[config.mk]
export PLATFORM = sky130hd
export DESIGN_NAME = fft_butterfly01
export DESIGN_NICKNAME = d
export VERILOG_FILES = /design/src/rtl/fft_butterfly01.sv
export SDC_FILE = /design/constraint.sdc
export NUM_CORES = 2
export LEC_CHECK = 0
export ABC_AREA = 1
export ABC_CLOCK_PERIOD_IN_PS = 1720
export CORE_AREA = 4 4 584 586
export DETAILED_ROUTE_END_ITERATION = 6
export DIE_AREA = 0 0 588 590
export PLACE_DENSITY = 0.55
export SETUP_SLACK_MARGIN = 0.4
export SLEW_MARGIN = 20
export SYNTH_ARGS = -nofsm -noshare
export SYNTH_HDL_FRONTEND = slang
export SYNTH_SLANG_ARGS = --single-unit
[constraint.sdc]
create_clock -name clk -period 1.72 [get_ports clk]
set_input_delay 0.258 -clock clk [delete_from_list [all_inputs] [get_ports clk]]
set_output_delay 0.258 -clock clk [all_outputs]
set_load 0.01 [all_outputs]
[src/rtl/fft_butterfly01.sv]
// rtl/fft_butterfly01.sv - 16-lane radix-2 butterfly, stage 01 of the 512-point radix-2^2 FFT
// Two-stage pipeline: S1 registers sum/difference, S2 applies the trivial twiddle and widens.
module fft_butterfly01 #(
  parameter int LANES = 16,
  parameter int IN_W  = 10,
  parameter int OUT_W = 13,
  parameter int IDX_W = 9
) (
  input  logic                            clk,
  input  logic                            rstn,
  input  logic                            valid_in,
  input  logic [IDX_W-1:0]                base_input_idx,
  input  logic [LANES-1:0][IN_W-1:0]      input_real_a,
  input  logic [LANES-1:0][IN_W-1:0]      input_imag_a,
  input  logic [LANES-1:0][IN_W-1:0]      input_real_b,
  input  logic [LANES-1:0][IN_W-1:0]      input_imag_b,
  output logic                            valid_out,
  output logic [LANES-1:0][OUT_W-1:0]     output_real_a,
  output logic [LANES-1:0][OUT_W-1:0]     output_imag_a,
  output logic [LANES-1:0][OUT_W-1:0]     output_real_b,
  output logic [LANES-1:0][OUT_W-1:0]     output_imag_b
);

  localparam int S_W = IN_W + 1;

  logic [LANES-1:0][S_W-1:0]   sum_re_d, sum_im_d, dif_re_d, dif_im_d;
  logic [LANES-1:0][S_W-1:0]   sum_re_q, sum_im_q, dif_re_q, dif_im_q;
  logic [LANES-1:0]            rot_d, rot_q;
  logic                        v1_q, v2_q;
  logic [LANES-1:0][OUT_W-1:0] out_ra_d, out_ia_d, out_rb_d, out_ib_d;
  logic [LANES-1:0][OUT_W-1:0] out_ra_q, out_ia_q, out_rb_q, out_ib_q;

  function automatic logic [S_W-1:0] sx_in(input logic [IN_W-1:0] x);
    return {x[IN_W-1], x};
  endfunction

  function automatic logic [OUT_W-1:0] sx_out(input logic [S_W-1:0] x);
    return {{(OUT_W-S_W){x[S_W-1]}}, x};
  endfunction

  // Rotate flag is bit 7 of the wrapped 9-bit lane index, i.e. the second half of each 256 block.
  always_comb begin
    sum_re_d = '0;
    sum_im_d = '0;
    dif_re_d = '0;
    dif_im_d = '0;
    rot_d    = '0;
    for (int i = 0; i < LANES; i++) begin
      sum_re_d[i] = sx_in(input_real_a[i]) + sx_in(input_real_b[i]);
      sum_im_d[i] = sx_in(input_imag_a[i]) + sx_in(input_imag_b[i]);
      dif_re_d[i] = sx_in(input_real_a[i]) - sx_in(input_real_b[i]);
      dif_im_d[i] = sx_in(input_imag_a[i]) - sx_in(input_imag_b[i]);
      rot_d[i]    = 1'((base_input_idx + IDX_W'(i)) >> (IDX_W - 2));
    end
  end

  always_ff @(posedge clk) begin
    if (rstn) begin
      v1_q     <= 1'b0;
      sum_re_q <= '0;
      sum_im_q <= '0;
      dif_re_q <= '0;
      dif_im_q <= '0;
      rot_q    <= '0;
    end else begin
      v1_q <= valid_in;
      if (valid_in) begin
        sum_re_q <= sum_re_d;
        sum_im_q <= sum_im_d;
        dif_re_q <= dif_re_d;
        dif_im_q <= dif_im_d;
        rot_q    <= rot_d;
      end
    end
  end

  // Multiplying by -j swaps components and negates the new imaginary part.
  always_comb begin
    out_ra_d = '0;
    out_ia_d = '0;
    out_rb_d = '0;
    out_ib_d = '0;
    for (int i = 0; i < LANES; i++) begin
      out_ra_d[i] = sx_out(sum_re_q[i]);
      out_ia_d[i] = sx_out(sum_im_q[i]);
      out_rb_d[i] = rot_q[i] ? sx_out(dif_im_q[i]) : sx_out(dif_re_q[i]);
      out_ib_d[i] = rot_q[i] ? -sx_out(dif_re_q[i]) : sx_out(dif_im_q[i]);
    end
  end

  always_ff @(posedge clk) begin
    if (rstn) begin
      v2_q     <= 1'b0;
      out_ra_q <= '0;
      out_ia_q <= '0;
      out_rb_q <= '0;
      out_ib_q <= '0;
    end else begin
      v2_q <= v1_q;
      if (v1_q) begin
        out_ra_q <= out_ra_d;
        out_ia_q <= out_ia_d;
        out_rb_q <= out_rb_d;
        out_ib_q <= out_ib_d;
      end
    end
  end

  assign valid_out     = v2_q;
  assign output_real_a = out_ra_q;
  assign output_imag_a = out_ia_q;
  assign output_real_b = out_rb_q;
  assign output_imag_b = out_ib_q;

endmodule

[After elaboration in Yosys (flattened, before gate mapping)]
Cells that the tools add are included.
Operators by class
  multiplexer cells: 32
  add/subtract/negate cells: 95
Operator list (number)
  2-to-1 mux 13 bit: 32
  adder 10 x 10 -> 11 bit: 32
  subtractor 10 x 10 -> 11 bit: 32
  negator 13 bit: 16
  adder 8 x 4 -> 8 bit, second input constant: 8
  adder 8 x 3 -> 8 bit, second input constant: 4
  adder 8 x 2 -> 8 bit, second input constant: 2
  adder 8 x 1 -> 8 bit, second input constant: 1
Word-level totals
  logic and storage cells: 258
  input port bits: 652
  flip-flop bits (word level): 1490
  output and inout port bits: 833

[Longest topological paths before layout]
  depth after elaboration: 2
  depth in mapped cells: 14

[Least setup slack after synthesis]
Ideal clock, no wire load.
  path type: in2reg
  from: input input_real_a[0] (netlist name)
  to: register sum_re_q, in the netlist out_ra_d[4]
  arrival time: 1.522 ns
  setup slack: 0.082 ns
  stages on the path: 8
  buffers on the path: 0
  library setup time: 0.115 ns
  cells stage by stage: ha_1 > inv_1 > fa_1 > o21ai_0 > nand2_1 > xor2_1 > o21ai_0 > inv_1
Between the ends
  longest elaborated chain between the ends: 1
Ends and longest elaborated chain
  from (decl): RTL line 13  | input logic [LANES-1:0][IN_W-1:0] input_real_a,
  adder 10 x 10 -> 11 bit: RTL line 49  | sum_re_d[i] = sx_in(input_real_a[i]) + sx_in(input_real_b[i]);
  to (signal assigned): RTL line 68  | sum_re_q <= sum_re_d;
  to (decl): RTL line 27  | logic [LANES-1:0][S_W-1:0] sum_re_q, sum_im_q, dif_re_q, dif_im_q;
No other way between the ends.
A chain may end at the register's enable or synchronous reset.

[Final worst setup path]
  from: register out_rb_q, in the netlist output_real_b[102]
  to: output output_real_b[102] (netlist name)
RTL lines
  from (decl): RTL line 31  | logic [LANES-1:0][OUT_W-1:0] out_ra_q, out_ia_q, out_rb_q, out_ib_q;
  from (signal assigned): RTL line 103  | out_rb_q <= out_rb_d;
  to (decl): RTL line 20  | output logic [LANES-1:0][OUT_W-1:0] output_real_b,
No word-level cell between the ends.

==> flow_summary.ini <==
[power_and_ir_drop]
power_frac_clock_pct = 36.0
internal_power_uw = 76200
power_frac_seq_pct = 33.2
leakage_uw = 0.0675
power_uw = 117000
switchingPower_uw = 40400
comb_power_share_pct = 30.9
powerDensity_mw_per_mm2 = 830
sw_frac_of_total_pct = 34.7
ir_worst_vdd_v = 0.000777

[grt]
antenna_found_initial = 103
grt_pass1_vias = 96200
track_usage_pct = 26.6
grt_pass1_wl_um = 681000
overflow = 0
grt_max_degree = 91

[floorplan]
die_area_sq_mm = 0.347
die-width_um = 588
initial_core_util_pct = 27.0
die_h_um = 590
rows = 213
design.core.area_sq_mm = 0.336
ios = 1485

[timing]
fin_crit_ps = 1810
fin_skew_ps = 118
setup_viol = 45
slew_headroom_pct = 58.4
postLayoutSetupSlackWorst_ps = -88.3
tightest_slew_ps = 623
timing.fmax_mhz = 553
slew_violations = 0
fin_crit_sh_pct = 105
finalHoldViolations = 1
hold_ws_ps = -13.8
rsz0062_at_grt = yes

[cells_and_area]
syn2layout_area_growth_pct = 54.7
finish.utilization_pct = 41.8
drive_gt1_share_pct = 29.4
fillCellCount = 34800
fin_nets = 18100

[detailed_routing]
vias = 101000
first_pass_iters = 6
wl_um = 495000
drtIter0Drc = 7654
drc = 0
wl_per_cell_um = 23.2
viasPerCell = 4.75
antenna_left = 0

[min_path]
hold_path.class = in2reg

[place]
place.gp.congestion = 0.972
dpl_worst_slack_ps = -789
dp_hpwl_um = 400000
port_buffers = 1483

[setup_path]
path_cells = buf_12 > buf_6
cp_top_family = flip-flops
required_ps = 1460
path_buf_inv = 2
critical_path_arrival_ps = 1550
slowest_delay_ps = 350
worst_path_max_delay_cell = dfxtp_2
crit_type = reg2out
critPathLaunchType = register
cp_max_fo = 3
end_kind = output pin

[cts]
cts_tree = yes
h-tree-depth = 4
cts.clk_slew.worst_paths_ps = 60
numCtsBuffers = 187
cts.sink_count = 1426
clk_latency_ps = 940
cts_buffer_depth = 4
cts_root_buf = clkbuf_16

[logic_synthesis]
yosysUniqueCellTypes = 30
synth_area_leaders = dfxtp_1 31%, nand2_1 11%, a21oi_1 9.1%
yosysSeqAreaShare_pct = 31.5
syn_nets = 15400
synth_warnings = 0
synth_area_sq_mm = 0.0907
avgSynthCellArea_sq_um = 6.46
ys_seq_elements = 1426
synth.top_cell.area_share_pct = 31.5
syn_inst = 14000
synth_top_area_cell = dfxtp_1

[run_status]
status = finished with violations
violations = negative hold slack, negative setup slack

[job]
maxCapViolCount = 0
## placed cells by master (no fill, tap or decap), types with 186 or more instances in the layout
master,synthesis,routed
nor2_1,1590,1493
dfxtp_2,0,586
dfxtp_1,1426,661
xor2_1,207,207
clkbuf_16,0,217
a21oi_1,1654,1461
clkdlybuf4s50_1,0,636
nand3_2,0,215
ha_4,0,251
buf_6,1,754
nand2_1,2679,2589
buf_4,110,1586
ha_1,656,405
buf_12,0,186
inv_1,2157,1859
nand3_1,1174,948
o21ai_0,1228,1104
## synth_stat cells, drive strengths merged
master / count
nand2: 2679
inv: 2161
a21oi: 1654
nor2: 1590
dfxtp: 1426
o21ai: 1239
nand3: 1174
ha: 656
buf: 435
clkbuf: 364
xor2: 207
nand4: 98
o211ai: 94
nor3: 71
fa: 64
o21bai: 46
nand3b: 27
a211oi: 25
clkinv: 20
a31oi: 6
nand2b: 4
or2: 3
xnor2: 3
a21o: 1
## final cells by class
class | instances | area [sq um] | share of cell area [%]
clock buffers | 249 | 5240 | 3.73
clock inverters | 91 | 1200 | 0.857
flip-flops and latches | 1426 | 30000 | 21.3
diodes | 63 | 158 | 0.112
repair inverters | 1 | 8.76 | 0.00624
inverters | 2181 | 9040 | 6.44
well taps | 4407 | 5510 | 3.93
multi-input cells | 9641 | 56500 | 40.2
repair buffers | 3293 | 32800 | 23.4
## power by group through the flow
| stage | sequential (uW) | combinational, uW | clock [uW] |
|---|---|---|---|
| 2_1_floorplan | 38100 | 17300 | 0 |
| 3_3_place_gp | 38900 | 34100 | 0 |
| 3_5_place_dp | 38900 | 34100 | 0 |
| 4_1_cts | 38600 | 34900 | 42800 |
| 5_1_grt | 38900 | 39200 | 44000 |
| 6_report | 38700 | 36000 | 41900 |
## logic make-up after synthesis
logic type | share of synthesized area, %
AOI/OAI and AO/OA | 17.4
xor gates and xnor gates | 2.03
buffers and inverters | 13.2
and+or+nand+nor | 25.5
adders and majority gates | 10.5
DFF | 31.5
## worst reg2reg max path, stage by stage, from the launching register on
cell and delay [ps]:
dfxtp_1 310, inv_1 160, nand3_1 190, nor2_1 320, nand2_1 110, nand2_1 80, nand3_1 60, nand2_1 120
a21oi_1 90
## through the flow
step / cells / instance area, sq um / TNS [ps]
after global routing: 21300 / 140000 / -6800
after floorplan: 14000 / 98200 / 0
after detailed placement: 20800 / 128000 / -272080
final: 21400 / 140000 / -1410
after CTS: 21200 / 137000 / -12740
after global placement: 20800 / 128000 / -267250
## final timing paths
kind / from / end / slack, ps / cells after the start
max: output_real_b[102]$_SDFFE_PP0P_ / output_real_b[102] / -90 / 2
min: input_real_b[91] / out_ra_d[118]$_SDFFE_PP0P_ / -10 / 4
min reg2reg: out_ra_d[158]$_SDFFE_PP0P_ / output_real_a[158]$_SDFFE_PP0P_ / 450 / 2
max reg2reg: dif_re_q[13]$_SDFFE_PP0P_ / output_imag_b[22]$_SDFFE_PP0P_ / 150 / 8
## sequential cells by signal, summed over array words and instances, names as in the netlist
signal and cells:
dif_im_q 160, dif_re_q 160, out_ia_d 176, out_ra_d 176, output_imag_a 176, output_imag_b 208
output_real_a 176, output_real_b 176, rot_q 16, v1_q 1, valid_out 1
## what timing repair did
action,4_1_cts,5_1_grt
buffers inserted,26,77
pin swaps,4,54
hold buffers,9,0
cloned,1,36
hold endpoints to repair,120,0
gates resized for setup,5213,427
setup endpoints to repair,1518,1930
## per-layer routing
metal  vias up  routed length, um  GRT usage, %
li1      50300                  -             -
met1     47300             202000          32.3
met2      3024             223000          43.0
met3       771              38700          6.72
met4        26              30600          14.1
met5         -                174             0
No activity file was read; power rests on OpenSTA's default activity.
